## src/rtl/instr_fetch_unit.sv

```systemverilog
// PC + fetch stage feeding the control decoder; branch targets come from the LUT_INIT table image.
// Optional performance counters (Cycle_count, Branch_count) are built only when FETCH_PERF_EN is defined.
module instr_fetch_unit #(
  parameter int PC_W    = 10,
  parameter int INSTR_W = 9,
  parameter int LUT_W   = 5,
  parameter logic [(2**LUT_W)*PC_W-1:0] LUT_INIT = {((2**LUT_W)*PC_W){1'b0}}
) (
  input  logic               Clk,
  input  logic               Reset_n,
  input  logic               Start,
  input  logic               Stall,
  input  logic               Branch_take,
  input  logic [LUT_W-1:0]   Branch_idx,
  input  logic               Halt_req,
  output logic [PC_W-1:0]    Rom_addr,
  input  logic [INSTR_W-1:0] Rom_data,
  output logic [INSTR_W-1:0] Instruction,
  output logic               Instr_valid,
  output logic [PC_W-1:0]    Pc,
`ifdef FETCH_PERF_EN
  output logic [15:0]        Cycle_count,
  output logic [7:0]         Branch_count,
`endif
  output logic               Done
);

  typedef enum logic [1:0] {
    ST_IDLE   = 2'd0,
    ST_RUN    = 2'd1,
    ST_HALTED = 2'd2
  } state_t;

  localparam logic [PC_W-1:0]    PC_ZERO    = {PC_W{1'b0}};
  localparam logic [PC_W-1:0]    PC_ONE     = {{(PC_W-1){1'b0}}, 1'b1};
  localparam logic [PC_W-1:0]    PC_LAST    = {PC_W{1'b1}};
  localparam logic [INSTR_W-1:0] INSTR_ZERO = {INSTR_W{1'b0}};

  state_t               state_r, state_s;
  logic [PC_W-1:0]      pc_r, pc_s;
  logic [INSTR_W-1:0]   instr_r, instr_s;
  logic                 valid_r, valid_s;
  logic                 done_r, done_s;
  logic [PC_W-1:0]      lut_target_s;
  logic                 start_run_s;
  logic                 branch_hit_s;

  // Read-only branch-target table, combinational lookup
  assign lut_target_s = LUT_INIT[PC_W*int'(Branch_idx) +: PC_W];

  assign start_run_s  = Start && ((state_r == ST_IDLE) || (state_r == ST_HALTED));
  assign branch_hit_s = (state_r == ST_RUN) && !Halt_req && Branch_take;

  // State and datapath registers
  always_ff @(posedge Clk or negedge Reset_n) begin
    if (!Reset_n) begin
      state_r <= ST_IDLE;
      pc_r    <= PC_ZERO;
      instr_r <= INSTR_ZERO;
      valid_r <= 1'b0;
      done_r  <= 1'b0;
    end else begin
      state_r <= state_s;
      pc_r    <= pc_s;
      instr_r <= instr_s;
      valid_r <= valid_s;
      done_r  <= done_s;
    end
  end

  // Next-state and next-datapath selection
  always_comb begin
    state_s = state_r;
    pc_s    = pc_r;
    instr_s = instr_r;
    valid_s = valid_r;
    done_s  = done_r;
    case (state_r)
      ST_IDLE: begin
        if (Start) begin
          state_s = ST_RUN;
          pc_s    = PC_ZERO;
          valid_s = 1'b0;
          done_s  = 1'b0;
        end else begin
          state_s = ST_IDLE;
        end
      end
      ST_RUN: begin
        // Halt beats branch, branch beats stall
        if (Halt_req) begin
          state_s = ST_HALTED;
          done_s  = 1'b1;
          valid_s = 1'b0;
        end else if (Branch_take) begin
          pc_s    = lut_target_s;
          instr_s = INSTR_ZERO;
          valid_s = 1'b0;
        end else if (Stall) begin
          state_s = ST_RUN;
        end else begin
          instr_s = Rom_data;
          valid_s = 1'b1;
          if (pc_r == PC_LAST) begin
            state_s = ST_HALTED;
            done_s  = 1'b1;
          end else begin
            pc_s = pc_r + PC_ONE;
          end
        end
      end
      ST_HALTED: begin
        if (Start) begin
          state_s = ST_RUN;
          pc_s    = PC_ZERO;
          valid_s = 1'b0;
          done_s  = 1'b0;
        end else if (!Stall) begin
          valid_s = 1'b0;
        end else begin
          valid_s = valid_r;
        end
      end
      default: begin
        state_s = ST_IDLE;
        pc_s    = PC_ZERO;
        instr_s = INSTR_ZERO;
        valid_s = 1'b0;
        done_s  = 1'b0;
      end
    endcase
  end

  // Output drive from registered state
  always_comb begin
    Rom_addr    = pc_r;
    Pc          = pc_r;
    Instruction = instr_r;
    Instr_valid = valid_r;
    Done        = done_r;
  end

`ifdef FETCH_PERF_EN
  logic [15:0] cycle_cnt_r;
  logic [7:0]  branch_cnt_r;

  // Saturating RUN-cycle and taken-branch counters, cleared when a Start enters RUN
  always_ff @(posedge Clk or negedge Reset_n) begin
    if (!Reset_n) begin
      cycle_cnt_r  <= 16'd0;
      branch_cnt_r <= 8'd0;
    end else if (start_run_s) begin
      cycle_cnt_r  <= 16'd0;
      branch_cnt_r <= 8'd0;
    end else begin
      if ((state_r == ST_RUN) && (cycle_cnt_r != 16'hFFFF)) begin
        cycle_cnt_r <= cycle_cnt_r + 16'd1;
      end else begin
        cycle_cnt_r <= cycle_cnt_r;
      end
      if (branch_hit_s && (branch_cnt_r != 8'hFF)) begin
        branch_cnt_r <= branch_cnt_r + 8'd1;
      end else begin
        branch_cnt_r <= branch_cnt_r;
      end
    end
  end

  assign Cycle_count  = cycle_cnt_r;
  assign Branch_count = branch_cnt_r;
`else
  logic perf_unused_s;
  assign perf_unused_s = start_run_s ^ branch_hit_s;
`endif

endmodule
```

## config.mk

```make
export PLATFORM = sky130hd
export DESIGN_NAME = instr_fetch_unit
export DESIGN_NICKNAME = d
export VERILOG_FILES = /design/src/rtl/instr_fetch_unit.sv
export SDC_FILE = /design/constraint.sdc
export NUM_CORES = 1
export LEC_CHECK = 0
export CORE_MARGIN = 3
export CORE_UTILIZATION = 38
export DETAILED_ROUTE_END_ITERATION = 16
export GPL_ROUTABILITY_DRIVEN = 0
export PLACE_DENSITY = 0.76
export RECOVER_POWER = 100
export SYNTH_ARGS = -nofsm -noshare
export SYNTH_HDL_FRONTEND = slang
export SYNTH_SLANG_ARGS = --single-unit
```

## constraint.sdc

```tcl
create_clock -name Clk -period 1.87 [get_ports Clk]
set_input_delay 0.4675 -clock Clk [delete_from_list [all_inputs] [get_ports Clk]]
set_output_delay 0.4675 -clock Clk [all_outputs]
set_load 0.05 [all_outputs]
```

### Word level (Yosys, flattened, before mapping)

Index checks and enable logic that the tools add are counted.

| word-level totals | value |
|---|---|
| flip-flop bits (word level) | 23 |

| operators by class | value |
|---|---|
| $add $sub $neg | 1 |
| $mul | 1 |
| eq/ne operators | 15 |
| shift operators | 1 |
| muxes and demuxes | 29 |
| bitwise gates (word level) | 1 |
| reductions and logical operators | 7 |

Operators by type and width:

| operator | count |
|---|---|
| $shiftx A320 B10 Y10 const A | 1 |
| $mux W10 | 5 |
| $mux W9 | 3 |
| $pmux W10 S2 | 1 |
| $pmux W9 S2 | 1 |
| $ne A3 B3 Y1 const B | 5 |
| $mux W1 | 11 |
| $add A10 B1 Y10 const B | 1 |
| $eq A10 B10 Y1 const B | 1 |
| $mux W2 | 5 |
| $reduce_and A3 Y1 | 3 |
| $mul A3 B5 Y8 const A | 1 |
| $reduce_and A4 Y1 | 2 |
| $ne A2 B2 Y1 const B | 3 |
| $pmux W2 S3 | 1 |
| $ne A4 B3 Y1 const B | 1 |
| $ne A4 B4 Y1 const B | 1 |
| $ne A3 B2 Y1 const B | 1 |
| $pmux W1 S3 | 1 |
| $eq A2 B1 Y1 const B | 1 |
| $eq A2 B2 Y1 const B | 1 |
| $logic_not A2 Y1 | 1 |
| $ne A2 B1 Y1 const B | 1 |
| $pmux W1 S2 | 1 |
| 2 further kinds | 2 |

### Logic depth before layout (Yosys ltp)

| logic depth | value |
|---|---|
| depth in word-level cells | 6 |
| depth in mapped cells | 7 |

### Least setup slack after synthesis

Ideal clock, no wire load.

| timing | value |
|---|---|
| path kind | reg-to-reg |
| start | reg pc_r[0] (netlist: Pc[0]) |
| end | reg done_r (netlist: Done) |
| setup time | 0.073 ns |
| data arrival time | 2.149 ns |
| data required time | 1.797 ns |
| path slack | -0.352 ns |
| cell stages (with the launch flop) | 7 |
| period minus slack after synthesis | 2.222 ns |
| cells stage by stage | dfrtp_1 ha_1 nand4_2 or3_1 buf_2 or3_4 a21oi_2 |

| between the ends | value |
|---|---|
| word-level cells in the longest chain between the ends | 3 |

Ends and longest elaborated chain:

| element | RTL line | RTL |
|---|---|---|
| start, declared | 40 | `logic [PC_W-1:0] pc_r, pc_s;` |
| start signal, assigned | 64 | `pc_r <= pc_s;` |
| $eq A10 B10 Y1 | 104 | `if (pc_r == PC_LAST) begin` |
| $ne A3 B2 Y1 (no source line) | -- |  |
| $reduce_and A4 Y1 (no source line) | -- |  |
| end signal, assigned | 67 | `done_r <= done_s;` |
| end, declared | 43 | `logic done_r, done_s;` |

Every way passes these cells.
A chain may end at the register's enable or synchronous reset.

### Worst setup path in the final report

Ends and elaborated chain as after synthesis.

==> results.txt <==
----------------------------------------------------
[Critical path]
  CP Data Arrival Time ... 2.01 ns
  Critical R2R Launch ... Pc[0]
  Crit path from ... Pc[0]
  Kind of start point of the critical path ... register
  Maximum fanout encountered on the critical timing path ... 7
  CP endpoint kind ... register
  WS Path Type ... register to register
  Data required time of the critical path ... about 2.1 ns

[Timing]
  Slew Viols, Final ... 0
  Minimum period implied by the final worst setup slack ... 1.77 ns
  RSZ-0062 raised after global routing ... no
  Part of the cycle the worst path needs ... 0.947
  Final setup margin ... a little under 0.1 ns
  Slew Limit Headroom ... 0.587
  Total negative setup slack ... 0 ns
  Transition time of the tightest slew-check pin ... 0.622 ns
  Number of hold violations in the final report ... 0
  Max Fclk ... 565 MHz
  Worst clock skew ... ~0.007 ns
  Final count of negative-setup-slack endpoints ... 0
  Final worst hold slack ... approximately 0.5 ns

[Pwr]
  Total power ... 1.32 mW
  VDD IR-drop max ... 0.484 mV
  Leakage power total ... 0.745 nW
  PwrDens ... 799 nW/um^2

[Hold path]
  Worst Hold Class ... register to register
  Start point of the worst hold path ... Instruction[8]

[Cells and area]
  Final non-filler cell total ... 233
  Number of nets in the finished design ... ~210
  Fraction of final layout cells sized beyond drive strength 1 ... 0.243
  Synth-to-Final Area Change ... 34.2%
  Inserted Diodes ... 0
  Filler cell count in the final layout ... 319

[Outcome]
  Outcome ... finished, final reports clean

[Detailed routing]
  Number of routed nets with antenna violations ... 0
  DRC violation count after routing ... 0
  Total number of vias ... 1158
  Average detailed-routed wire length per instance ... 13.0 microns
  First-pass DRT Iterations ... 4
  Average via count per standard cell ... around 5
  Final routed wirelength across all metal layers ... slightly above 3 mm
  Initial detailed-routing violation count ... 50

[Logic synthesis]
  Most numerous cell types in the synthesized netlist ... sky130_fd_sc_hd__nand2_1 (26), sky130_fd_sc_hd__dfrtp_1 (23), sky130_fd_sc_hd__o21ai_0 (20), sky130_fd_sc_hd__buf_4 (10), sky130_fd_sc_hd__a21oi_1 (8)
  Number of flip-flops and latches in the synthesized netlist ... 23
  Number of nets produced by synthesis ... 161
  Summed instance area of the synthesized netlist ... 1230 sq um
  Post-synthesis mux area share ... 0
  Number of enable flip-flop cells after synthesis ... 0
  Synth warn ... 0
  Combinational family with the most area after synthesis ... compound AO/OA/AOI/OAI gates
  Count leader, synth ... sky130_fd_sc_hd__nand2_1
  Post-synthesis average cell area ... 8.79 sq um
  Async set or reset register ratio after synthesis ... 1.00
  Post-synthesis adder-cell area fraction ... 0.0102
  Simple logic cell fraction of the synthesized area ... 0.216
  Top post-synthesis cells by area ... sky130_fd_sc_hd__dfrtp_1 (47%), sky130_fd_sc_hd__o21ai_0 (8.1%), sky130_fd_sc_hd__nand2_1 (7.9%)
  Flip-flop cell with the highest count after synthesis ... sky130_fd_sc_hd__dfrtp_1
  Fraction of synthesized cell area in xor and xnor cells ... 0
  Sequential cell area fraction in the yosys report ... 0.468
  Synthesized-area fraction occupied by ao, oa, aoi and oai cells ... 0.219
  Area leader, netlist ... sky130_fd_sc_hd__dfrtp_1
  Unique cell type count in the Yosys netlist ... 36
  Gate Count Post-Synth ... 140
  Top-area cell type share of the netlist area ... 0.468

[Run]
  Total of max-cap violations ... 0

[Die]
  Effective utilization at floorplan ... 0.400
  DIE AREA ... 3960 sq um
  Total core area ... 3080 sq um
  Boundary Pins ... 51
  Die Height ... 62.9 microns
  Floorplan row count ... 20
  X dimension of the die ... 62.9 microns

[CTS]
  CTS Sinks ... 23
  Number of levels in the clock H-tree ... 1
  Number of CTS-inserted buffers ... 3
  CTS max path bufs ... 2
  Clock tree root driver cell ... sky130_fd_sc_hd__clkbuf_4
  Clock edge transition at the registers on the reported setup and hold paths ... 0.13 ns
  CTS tree ... built
  Clock latency on the worst-skew pair ... roughly 0.31 ns

[Global routing]
  Overflow after GRT ... 0
  Global-route wire length before repair ... 4.82 mm
  GRT Overall Usage ... 0.148
  Antenna violations before repair ... 0
  Vias in the first global route ... 1131
  Maximum number of pins on one net before global-route repair ... 24

[Place]
  Cell count after placement ... 227
  Number of input and output port buffers inserted ... 45
  Sum of net half-perimeters after detailed placement ... 2.24 mm
  Setup WS pre-CTS ... -0.154 ns

----------------------------------------------------
## layer usage
layer	track usage	routed length [microns]
met3	0.0378	199
met1	0.175	1310
met2	0.261	1500
met4	0.0413	16
met5	0	0
## layout by cell type (no fill, tap or decap), types with 2 or more instances in the layout
cell                              instances
sky130_fd_sc_hd__nand3_1                  4
sky130_fd_sc_hd__nand2_1                 26
sky130_fd_sc_hd__o31ai_1                  4
sky130_fd_sc_hd__a21oi_1                  9
sky130_fd_sc_hd__o21ai_0                 20
sky130_fd_sc_hd__a31oi_1                  2
sky130_fd_sc_hd__inv_1                    3
sky130_fd_sc_hd__dfrtp_2                  3
sky130_fd_sc_hd__clkbuf_1                14
sky130_fd_sc_hd__nor3_1                   5
sky130_fd_sc_hd__and3_1                   2
sky130_fd_sc_hd__dfrtp_1                 20
sky130_fd_sc_hd__nand2b_1                 2
sky130_fd_sc_hd__clkbuf_4                 3
sky130_fd_sc_hd__nor2_1                   5
sky130_fd_sc_hd__or3_4                    2
sky130_fd_sc_hd__o21a_1                   2
sky130_fd_sc_hd__clkdlybuf4s50_1         13
sky130_fd_sc_hd__buf_4                   16
sky130_fd_sc_hd__clkbuf_2                15
## cell families (layout without fill, tap and decap cells)
kind of cell / count (synthesis) / after routing
flops: 23 / 23
fa+ha+maj: 1 / 1
buf+inv: 18 / 67
compound gates: 45 / 45
simple gates: 53 / 53
## registers in the layout, summed over array words and instances (netlist names)
signal,flops
Done,1
Instr_valid,1
Instruction,9
Pc,10
state_r,2
## cell type report
cell class                      instances  area [sq um]  area share
Sequential cell                        23           579       0.351
Multi-Input combinational cell         99           569       0.345
Timing Repair Buffer                   60           408       0.247
Tap cell                               44          55.1      0.0334
Clock buffer                            3          22.5      0.0136
Inverter                                3          11.3     0.00682
Clock inverter                          1          5.00     0.00303
## critical path: stages, from the launching register on
cell and delay, ns:
sky130_fd_sc_hd__dfrtp_2 0.47, sky130_fd_sc_hd__ha_4 0.19, sky130_fd_sc_hd__nand4_4 0.13, sky130_fd_sc_hd__or3_4 0.39
sky130_fd_sc_hd__or3_4 0.38, sky130_fd_sc_hd__a21oi_1 0.14
## final timing paths
check,cells after the start,end,slack (ns)
min in group asynchronous,2,Pc[6],0.66
hold reg to reg,2,Instruction[8],0.50
hold / removal,2,Instruction[8],0.50
setup reg to reg,5,Done,0.1
setup / recovery,5,Done,0.1
max in group asynchronous,2,Pc[1],0.81
## timing repair
item,CTS,global route
gates resized for setup,0,2
endpoints found under the hold margin,0,0
hold buffers,0,0
buffers inserted,0,2
endpoints found under the setup margin,0,4
## power breakdown
| group | switching (mW) | total, mW | internal (mW) |
|---|---|---|---|
| Clock | 0.153 | 0.232 | 0.0798 |
| Sequential | 0.0457 | 0.601 | 0.555 |
| Combinational | 0.343 | 0.486 | 0.144 |
## stage by stage
stage                     utilization  instance area [sq um]
after global placement          0.552                   1700
after floorplan                     -                   1260
after detailed placement        0.552                   1700
final                           0.536                   1650
after CTS                       0.561                   1730
after global routing            0.536                   1650
Note: power is estimated with default switching activity, not from simulation.
